**config.mk**
```make
export PLATFORM = sky130hd
export DESIGN_NAME = sha2_msg_sched
export DESIGN_NICKNAME = d
export VERILOG_FILES = /design/src/rtl/sha2_msg_sched.sv
export SDC_FILE = /design/constraint.sdc
export NUM_CORES = 1
export LEC_CHECK = 0
export CORE_MARGIN = 2
export CORE_UTILIZATION = 50
export DETAILED_ROUTE_END_ITERATION = 7
export PLACE_DENSITY = 0.67
export SYNTH_ARGS = -nofsm -noshare
export SYNTH_HDL_FRONTEND = slang
export SYNTH_SLANG_ARGS = --single-unit
```
**constraint.sdc**
```tcl
create_clock -name clk -period 66.3 [get_ports clk]
set_clock_uncertainty 0.05 [all_clocks]
set_input_delay 13.26 -clock clk [delete_from_list [all_inputs] [get_ports clk]]
set_output_delay 13.26 -clock clk [all_outputs]
set_load 0.02 [all_outputs]
```
**src/rtl/sha2_msg_sched.sv**
```systemverilog
// SHA-2 message-schedule engine: loads a 16-word block, then streams W[0..ROUNDS-1]
// over a valid/ready port. WORD_W=32 selects SHA-256, WORD_W=64 selects SHA-512.
module sha2_msg_sched #(
  parameter  int WORD_W = 32,
  localparam int ROUNDS = (WORD_W == 64) ? 80 : 64,
  localparam int T_W    = 7
) (
  input  logic              clk,
  input  logic              rst,
  input  logic              flush_i,
  input  logic              m_valid_i,
  input  logic [WORD_W-1:0] m_i,
  output logic              m_ready_o,
  output logic              wt_valid_o,
  input  logic              wt_ready_i,
  output logic [WORD_W-1:0] wt_o,
  output logic [T_W-1:0]    t_o,
  output logic              last_o,
  output logic              busy_o
);

  generate
    if (WORD_W != 32 && WORD_W != 64) begin : g_bad_width
      $error("sha2_msg_sched: WORD_W must be 32 or 64");
    end
  endgenerate

  localparam int S0_A = (WORD_W == 64) ? 1  : 7;
  localparam int S0_B = (WORD_W == 64) ? 8  : 18;
  localparam int S0_C = (WORD_W == 64) ? 7  : 3;
  localparam int S1_A = (WORD_W == 64) ? 19 : 17;
  localparam int S1_B = (WORD_W == 64) ? 61 : 19;
  localparam int S1_C = (WORD_W == 64) ? 6  : 10;
  localparam logic [T_W-1:0] T_LAST = T_W'(ROUNDS - 1);

  typedef enum logic {
    ST_LOAD = 1'b0,
    ST_RUN  = 1'b1
  } state_e;

  state_e            state_q;
  logic [4:0]        lc_q;
  logic [T_W-1:0]    t_q;
  logic [WORD_W-1:0] r_q [16];
  logic              m_ready_q;
  logic              wt_valid_q;
  logic [WORD_W-1:0] w_new_d;

  function automatic logic [WORD_W-1:0] rotr(input logic [WORD_W-1:0] x, input int n);
    return (x >> n) | (x << (WORD_W - n));
  endfunction

  function automatic logic [WORD_W-1:0] sig0(input logic [WORD_W-1:0] x);
    return rotr(x, S0_A) ^ rotr(x, S0_B) ^ (x >> S0_C);
  endfunction

  function automatic logic [WORD_W-1:0] sig1(input logic [WORD_W-1:0] x);
    return rotr(x, S1_A) ^ rotr(x, S1_B) ^ (x >> S1_C);
  endfunction

  // Next schedule word from the sliding window: r[0]=W[t], r[1]=W[t+1], r[9]=W[t+9], r[14]=W[t+14].
  always_comb begin
    w_new_d = r_q[0] + sig0(r_q[1]) + r_q[9] + sig1(r_q[14]);
  end

  // Control FSM with registered handshake outputs; flush outranks both handshakes.
  always_ff @(posedge clk) begin
    if (rst) begin
      state_q    <= ST_LOAD;
      lc_q       <= 5'd0;
      t_q        <= '0;
      m_ready_q  <= 1'b0;
      wt_valid_q <= 1'b0;
      for (int i = 0; i < 16; i++) r_q[i] <= '0;
    end else if (flush_i) begin
      state_q    <= ST_LOAD;
      lc_q       <= 5'd0;
      t_q        <= '0;
      m_ready_q  <= 1'b1;
      wt_valid_q <= 1'b0;
    end else begin
      case (state_q)
        ST_LOAD: begin
          m_ready_q  <= 1'b1;
          wt_valid_q <= 1'b0;
          if (m_valid_i && m_ready_q) begin
            for (int i = 0; i < 15; i++) r_q[i] <= r_q[i+1];
            r_q[15] <= m_i;
            if (lc_q == 5'd15) begin
              lc_q       <= 5'd0;
              t_q        <= '0;
              state_q    <= ST_RUN;
              m_ready_q  <= 1'b0;
              wt_valid_q <= 1'b1;
            end else begin
              lc_q <= lc_q + 5'd1;
            end
          end
        end
        ST_RUN: begin
          if (wt_ready_i) begin
            for (int i = 0; i < 15; i++) r_q[i] <= r_q[i+1];
            r_q[15] <= w_new_d;
            if (t_q == T_LAST) begin
              t_q        <= '0;
              state_q    <= ST_LOAD;
              m_ready_q  <= 1'b1;
              wt_valid_q <= 1'b0;
            end else begin
              t_q <= t_q + T_W'(1);
            end
          end
        end
        default: begin
          state_q    <= ST_LOAD;
          lc_q       <= 5'd0;
          t_q        <= '0;
          m_ready_q  <= 1'b0;
          wt_valid_q <= 1'b0;
        end
      endcase
    end
  end

  assign m_ready_o  = m_ready_q;
  assign wt_valid_o = wt_valid_q;
  assign wt_o       = r_q[0];
  assign t_o        = t_q;
  assign last_o     = wt_valid_q && (t_q == T_LAST);
  assign busy_o     = (state_q != ST_LOAD) || (lc_q != 5'd0);

endmodule
```
==> metrics.csv, run 1 <==
stage;metric;value;unit
status;status;complete, no violations;
synth;synthDistinctLibCells;62;
timing;maxSlewHeadroom;22.1;%
cells_and_area;post-route-util;56.8;%
worst_setup_path;cp.arrival;17280;ps
placement;place_congestion;0.964;
power;ir_worst_vdd;0.0230;mV
power;p_seq_share;42.9;%
detailed_routing;highest_layer;met4;
worst_setup_path;timing.rr.end;r_q[1][255];
synth;ys_ff_latch;527;
timing;fmax;58.4;MHz
cells_and_area;drive_above_1_share;5.08;%
worst_setup_path;crit_slowest_cell;buf_4;
timing;worst_pin_slew;1160;ps
floorplanning;ios;80;
synth;syn-cell-area;0.0244;mm^2
placement;place_inst;2404;
detailed_routing;drc;0;
synth;synth_largest_area_cell;edfxtp_1;
timing;fin_crit;17120;ps
cells_and_area;fillers;3884;
timing;rsz0062_at_grt;false;
global_route;grt_pass1_vias;12700;
floorplanning;fp.coreArea;0.0479;mm^2
floorplanning;initial_core_util;50.9;%
detailed_routing;wl_per_cell;20.7;um
cells_and_area;fin_area;0.0272;mm^2
detailed_routing;via_per_inst;5.22;
detailed_routing;vias;13100;
synth;syn_area_per_cell;13.5;um^2
clock_tree;cts_tree;built;
power;comb_power_share;26.1;%
power;switchingPower;0.000291;W
clock_tree;cts_buffers;55;
clock_tree;clk_latency;590;ps
timing;fin_crit_sh;25.8;%
synth;yosysMostFrequentCell;edfxtp_1;
global_route;antenna_found_initial;0;
global_route;grt-ovfl-total;0;
worst_setup_path;endpoint_kind;flip-flop;
worst_setup_path;r2r-start;r_q[1][212];
worst_setup_path;reg2reg_depth;16;
synth;synth_nets;1936;
power;p_per_area;34.2;mW/mm^2
hold_path;hold_class;flip-flop to flip-flop;
worst_setup_path;worstPathRequired;66460;ps
detailed_routing;ant_nets;0;
hold_path;hold_end;t_o[6];
worst_setup_path;r2r_setup_slack;61150;ps
placement;place_area;0.0256;mm^2
worst_setup_path;crit_type;input pin to flip-flop;
floorplanning;die-width;225;um
timing;setup_viol_count_final;0;
power;internal_power;0.000639;W
synth;synth_common_cells;edfxtp_1, and2_1, nor2b_1, inv_1, xnor2_1;
job;drv_cap;0;
synth;ys_seq_area_share;64.2;%
synth;yosys_warnings;0;
global_route;grt_pass1_wl;77200;um
synth;yosys-top-cells-area;edfxtp_1, and2_1, fa_1;
global_route;grt_max_degree;193;
worst_setup_path;path_common_cell;buf_4;
hold_path;min_path_cells;2;
synth;netlist.area_leader.share;63.0;%
cells_and_area;finalNonFillerCells;2503;
detailed_routing;dr.first_iter.drc_count;1298;
power;swShare;31.2;%
floorplanning;die_h;225;um
timing;fin_tns_setup;0;ps
clock_tree;clockBufferDepth;3;
worst_setup_path;cp_max_fo;86;
worst_setup_path;worstSetupStartpoint;flush_i;
timing;hold_viol_final;0;
placement;post-dp-hpwl;35300;um
clock_tree;cts_hold_buffers;0;
power;p_clk_share;30.9;%
placement;io_buffer_count;79;
worst_setup_path;start_kind;input pin;
synth;async_flop_share;0;%
clock_tree;path_clk_slew;60;ps
clock_tree;htreeDepth;2;
cells_and_area;nets;1979;
worst_setup_path;slowest_delay;910;ps
global_route;grt_usage;20.8;%
timing;drv_slew;0;
power;p_leak;10.3;nW
cells_and_area;syn_to_final_growth;11.5;%
synth;synth_top_flop_cell;edfxtp_1;
hold_path;hp-start;t_o[6];
cells_and_area;antenna_cells;0;
clock_tree;cts_setup_buffers;0;
detailed_routing;routed_wl;51800;um
clock_tree;ctsResizeCount;0;
worst_setup_path;crit_chain;clkdlybuf4s50_1 -> inv_1 -> a31oi_4 -> o21ai_4 -> buf_4 -> buf_4 -> buf_4;
clock_tree;cts_root_buf;clkbuf_16;
floorplanning;die_area;0.0506;mm^2
synth;synth-edff-count;512;
synth;syn_inst;1803;
detailed_routing;wl_met3;4090;um
detailed_routing;first_pass_iters;5;
floorplanning;fp-row-count;80;
clock_tree;clock-sinks;527;
detailed_routing;wl_met1;23300;um
detailed_routing;met2_length;22500;um
-- area by class of cell --
class / instances / area (um^2) / share of cell area (%)
Sequential cell: 527 / 15700 / 57.6
Multi-Input combinational cell: 1023 / 7680 / 28.2
Clock buffer: 69 / 1430 / 5.25
Timing Repair Buffer: 87 / 861 / 3.16
Tap cell: 615 / 769 / 2.83
Inverter: 152 / 571 / 2.10
Clock inverter: 30 / 234 / 0.860
-- kinds of logic after synthesis --
group	count (synthesis)	share of synthesized area [%]
simple gates	634	15.3
buf+inv	253	4.56
xor+xnor	148	5.31
fa+ha+maj	96	6.83
mux	1	0.0410
compound gates	144	3.71
flops	527	64.2
-- critical path, delay by kind of cell --
family	cells	cell delay [ps]
buf+inv	5	3230
compound gates	2	580
-- per-layer routing --
layer  global-route usage [%]  up-vias
met5                        0        -
li1                         -     6122
met4                     8.16        0
met3                     5.25      103
met1                     30.3     6435
met2                     30.0      399
-- stage by stage --
step,setup WS [ps],hold WS [ps],power (W)
floorplan,36160,408,0.000581
global placement,48620,390,0.000640
detailed placement,48540,403,0.000641
CTS,49190,410,0.000932
global route,48850,440,0.000973
finish,49180,408,0.000930
-- flip-flops by register name (all words and copies together), names as in the netlist --
signal	count
r_q	512
t_o	7
lc_q	5
m_ready_o	1
state_q	1
wt_valid_o	1
-- power groups by stage --
stage	Combinational (W)	Sequential, W	Clock, W
after detailed placement	0.000235	0.000406	0
after CTS	0.000238	0.000399	0.000295
after floorplan	0.000172	0.000409	0
after global placement	0.000234	0.000406	0
after global routing	0.000266	0.000401	0.000306
final	0.000243	0.000399	0.000288
-- cell usage in the layout, fill, tap and decap left out, types with 15 or more instances in the layout --
| cell type | netlist | layout |
|---|---|---|
| o21ai_0 | 34 | 31 |
| clkbuf_16 | 0 | 55 |
| ha_1 | 34 | 34 |
| dfxtp_1 | 15 | 15 |
| and2_1 | 324 | 324 |
| nor2_1 | 30 | 30 |
| clkdlybuf4s50_1 | 0 | 78 |
| nand2_1 | 64 | 64 |
| xnor2_1 | 117 | 117 |
| edfxtp_1 | 512 | 512 |
| nor2b_1 | 163 | 163 |
| xor2_1 | 31 | 31 |
| fa_1 | 62 | 62 |
| inv_1 | 152 | 152 |
| a21oi_1 | 43 | 42 |
-- worst max path at each step --
stage	endpoint	slack, ps
2_1_floorplan	r_q[0][100]	36160
3_3_place_gp	r_q[0][145]	48620
3_5_place_dp	r_q[0][177]	48540
4_1_cts	r_q[0][143]	49190
5_1_grt	r_q[0][255]	48850
6_report	r_q[0][176]	49180
No activity file was read; power rests on OpenSTA's default activity.
==> run 2: changes to the inputs <==
clock period = 17.7 ns   (was 66.3 ns; I/O delays follow)
==> run 2 against run 1 <==
Net effect: first-iteration DRC count decreased by 7.2%; clock power grew to 3.9 times the previous value; via count is essentially flat; sequential share of layout area is 0.19 points lower; global-route usage rose by 1.2 points; setup slack got worse by 39000 ps; sequential power grew to 3.8 times the previous value; critical path depth is the same; sequential cell count unchanged; hold slack worse by 1.2 ps; register-to-register slack lost 49000 ps; combinational power rose to 4.0 times the previous value; largest cell class unchanged; largest power group unchanged.
==> metrics.csv, run 2 (same netlist as run 1, synthesis figures left out) <==
stage;metric;value;unit;change
status;status;complete, no violations;;
worst_setup_path;path_buf_inv;5;;unchanged
placement;place_congestion;0.882;;-8.5%
detailed_routing;drc;0;;unchanged
cells_and_area;nets;1980;;+0.051%
job;drv_cap;0;;unchanged
clock_tree;cts_buffers;54;;-1.8%
cells_and_area;mostFrequentLayoutCell;edfxtp_1;;
floorplanning;ios;80;;unchanged
clock_tree;htreeDepth;2;;unchanged
cells_and_area;largest_reg_flops;512;;unchanged
cells_and_area;fin_area;0.0273;mm^2;+0.33%
worst_setup_path;crit_type;input pin to flip-flop;;
detailed_routing;via_per_inst;5.21;;about the same
clock_tree;cts_setup_buffers;0;;unchanged
power;ir_worst_vdd;0.0754;mV;+230%
worst_setup_path;r2r_setup_slack;12510;ps;-48,640 ps
timing;hold_slack;406;ps;-1.21 ps
worst_setup_path;path_common_cell;buf_4;;
worst_setup_path;critPathTopFamily;buffers and inverters;;
global_route;grt_pass1_wl;80100;um;+3.8%
placement;place_ws;9520;ps;-39,020 ps
cells_and_area;multi_input_area;0.00768;mm^2;unchanged
power;finalPower;0.00358;W;+290%
timing;worst_pin_slew;1180;ps;+17.3 ps
worst_setup_path;cp_max_fo;79;;-8.1%
worst_setup_path;crit_slowest_cell;buf_4;;
cells_and_area;ff_latch_area;0.0157;mm^2;unchanged
power;p_leak;10.4;nW;+0.38%
timing;fin_crit;7500;ps;
worst_setup_path;crit_chain;clkdlybuf4s50_1 -> inv_1 -> a31oi_4 -> o21ai_4 -> buf_4 -> buf_4 -> buf_4;;
cells_and_area;fillers;3890;;+0.15%
timing;layout_setup_ws;10200;ps;-38,980 ps
detailed_routing;ant_nets;0;;unchanged
global_route;grt_max_degree;193;;unchanged
floorplanning;die-width;225;um;unchanged
clock_tree;cts_hold_buffers;0;;unchanged
cells_and_area;syn_to_final_growth;11.9;%;
floorplanning;die_h;225;um;unchanged
worst_setup_path;start_kind;input pin;;
clock_tree;ctsResizeCount;0;;unchanged
placement;io_buffer_count;79;;unchanged
timing;maxSlewHeadroom;21.2;%;-0.86 points
detailed_routing;wl_per_cell;21.5;um;+4.1%
cells_and_area;most-common-layout-cells;edfxtp_1, and2_1, nor2b_1, inv_1, xnor2_1;;
cells_and_area;largest-register;r_q;;
floorplanning;fp-row-count;80;;unchanged
hold_path;hold_class;flip-flop to flip-flop;;
timing;fin_tns_setup;0;ps;unchanged
timing;drv_slew;0;;unchanged
timing;fin_crit_sh;42.4;%;
clock_tree;path_clk_slew;60;ps;about the same
power;p_per_area;131;mW/mm^2;+280%
clock_tree;clock-sinks;527;;unchanged
floorplanning;initial_core_util;50.9;%;unchanged
clock_tree;clk_latency;620;ps;+30 ps
timing;setup_viol_count_final;0;;unchanged
detailed_routing;dr.first_iter.drc_count;1205;;-7.2%
global_route;grt-ovfl-total;0;;unchanged
cells_and_area;drive_above_1_share;5.25;%;+0.16 points
timing;hold_viol_final;0;;unchanged
detailed_routing;vias;13100;;-0.069%
worst_setup_path;endpoint_kind;flip-flop;;
global_route;antenna_found_initial;2;;+2
floorplanning;fp.coreArea;0.0479;mm^2;unchanged
global_route;grt_usage;22.0;%;+1.2 points
detailed_routing;routed_wl;53900;um;+4.1%
timing;fmax;133;MHz;
placement;post-dp-hpwl;37100;um;+5.2%
clock_tree;clockBufferDepth;3;;unchanged
worst_setup_path;cp.arrival;7670;ps;-9610 ps
worst_setup_path;worstPathRequired;17870;ps;-48,590 ps
global_route;grt_pass1_vias;12600;;-0.69%
timing;rsz0062_at_grt;false;;
worst_setup_path;slowest_delay;890;ps;-20 ps
clock_tree;cts_tree;built;;
detailed_routing;first_pass_iters;5;;unchanged
clock_tree;cts_root_buf;clkbuf_16;;
floorplanning;die_area;0.0506;mm^2;unchanged
placement;place_area;0.0256;mm^2;about the same
-- run 2: cell types whose count changed in the layout (fill, tap and decap cells not counted) --
cell / change
clkinvlp_4: +1
diode_2: +1
clkinv_1: -4
clkinv_4: -1
inv_16: +1
bufinv_16: +3
inv_6: -2
clkinv_2: -1
buf_4: +2
-- run 2: layout make-up --
| class | count | share of cell area (%) |
|---|---|---|
| repair buffers | 89 | 3.21 |
| flip-flops and latches | 527 | 57.4 |
| clock buffers | 69 | 5.23 |
| multi-input cells | 1023 | 28.1 |
| inverters | 152 | 2.09 |
| clock inverters | 27 | 1.12 |
| diodes | 1 | 0.00916 |
| well taps | 615 | 2.82 |
-- run 2: per-stage QoR --
step / util, % / instances
2_1_floorplan: - / 1803
3_3_place_gp: 53.3 / 2406
3_5_place_dp: 53.3 / 2406
4_1_cts: 57.0 / 2502
5_1_grt: 57.0 / 2502
6_report: 57.0 / 2503
-- run 2: worst min-delay path, cell delays in order, from the launching register on --
cell,delay [ps]
dfxtp_1,320
nand2_1,60
a21oi_1,40
-- run 2: power by group --
part	switching [W]	internal (W)
Sequential	0.0000477	0.00145
Clock	0.000465	0.000657
Combinational	0.000636	0.000327
-- run 2: per-layer routing --
layer	track usage (%)	vias up	share of wire (%)
met2	33.4	348	46
met5	0	-	0
met4	6.09	0	2.4
met3	4.21	73	6.7
li1	-	6116	-
met1	32.5	6513	45
-- run 2: path summary, 6_finish.rpt --
kind | cells past startpoint | from | endpoint
worst min register to register | 2 | t_o[6] | t_o[6]
worst max register to register | 16 | r_q[1][212] | r_q[1][245]
worst max-delay path | 7 | flush_i | r_q[0][205]
worst min-delay path | 2 | t_o[6] | t_o[6]
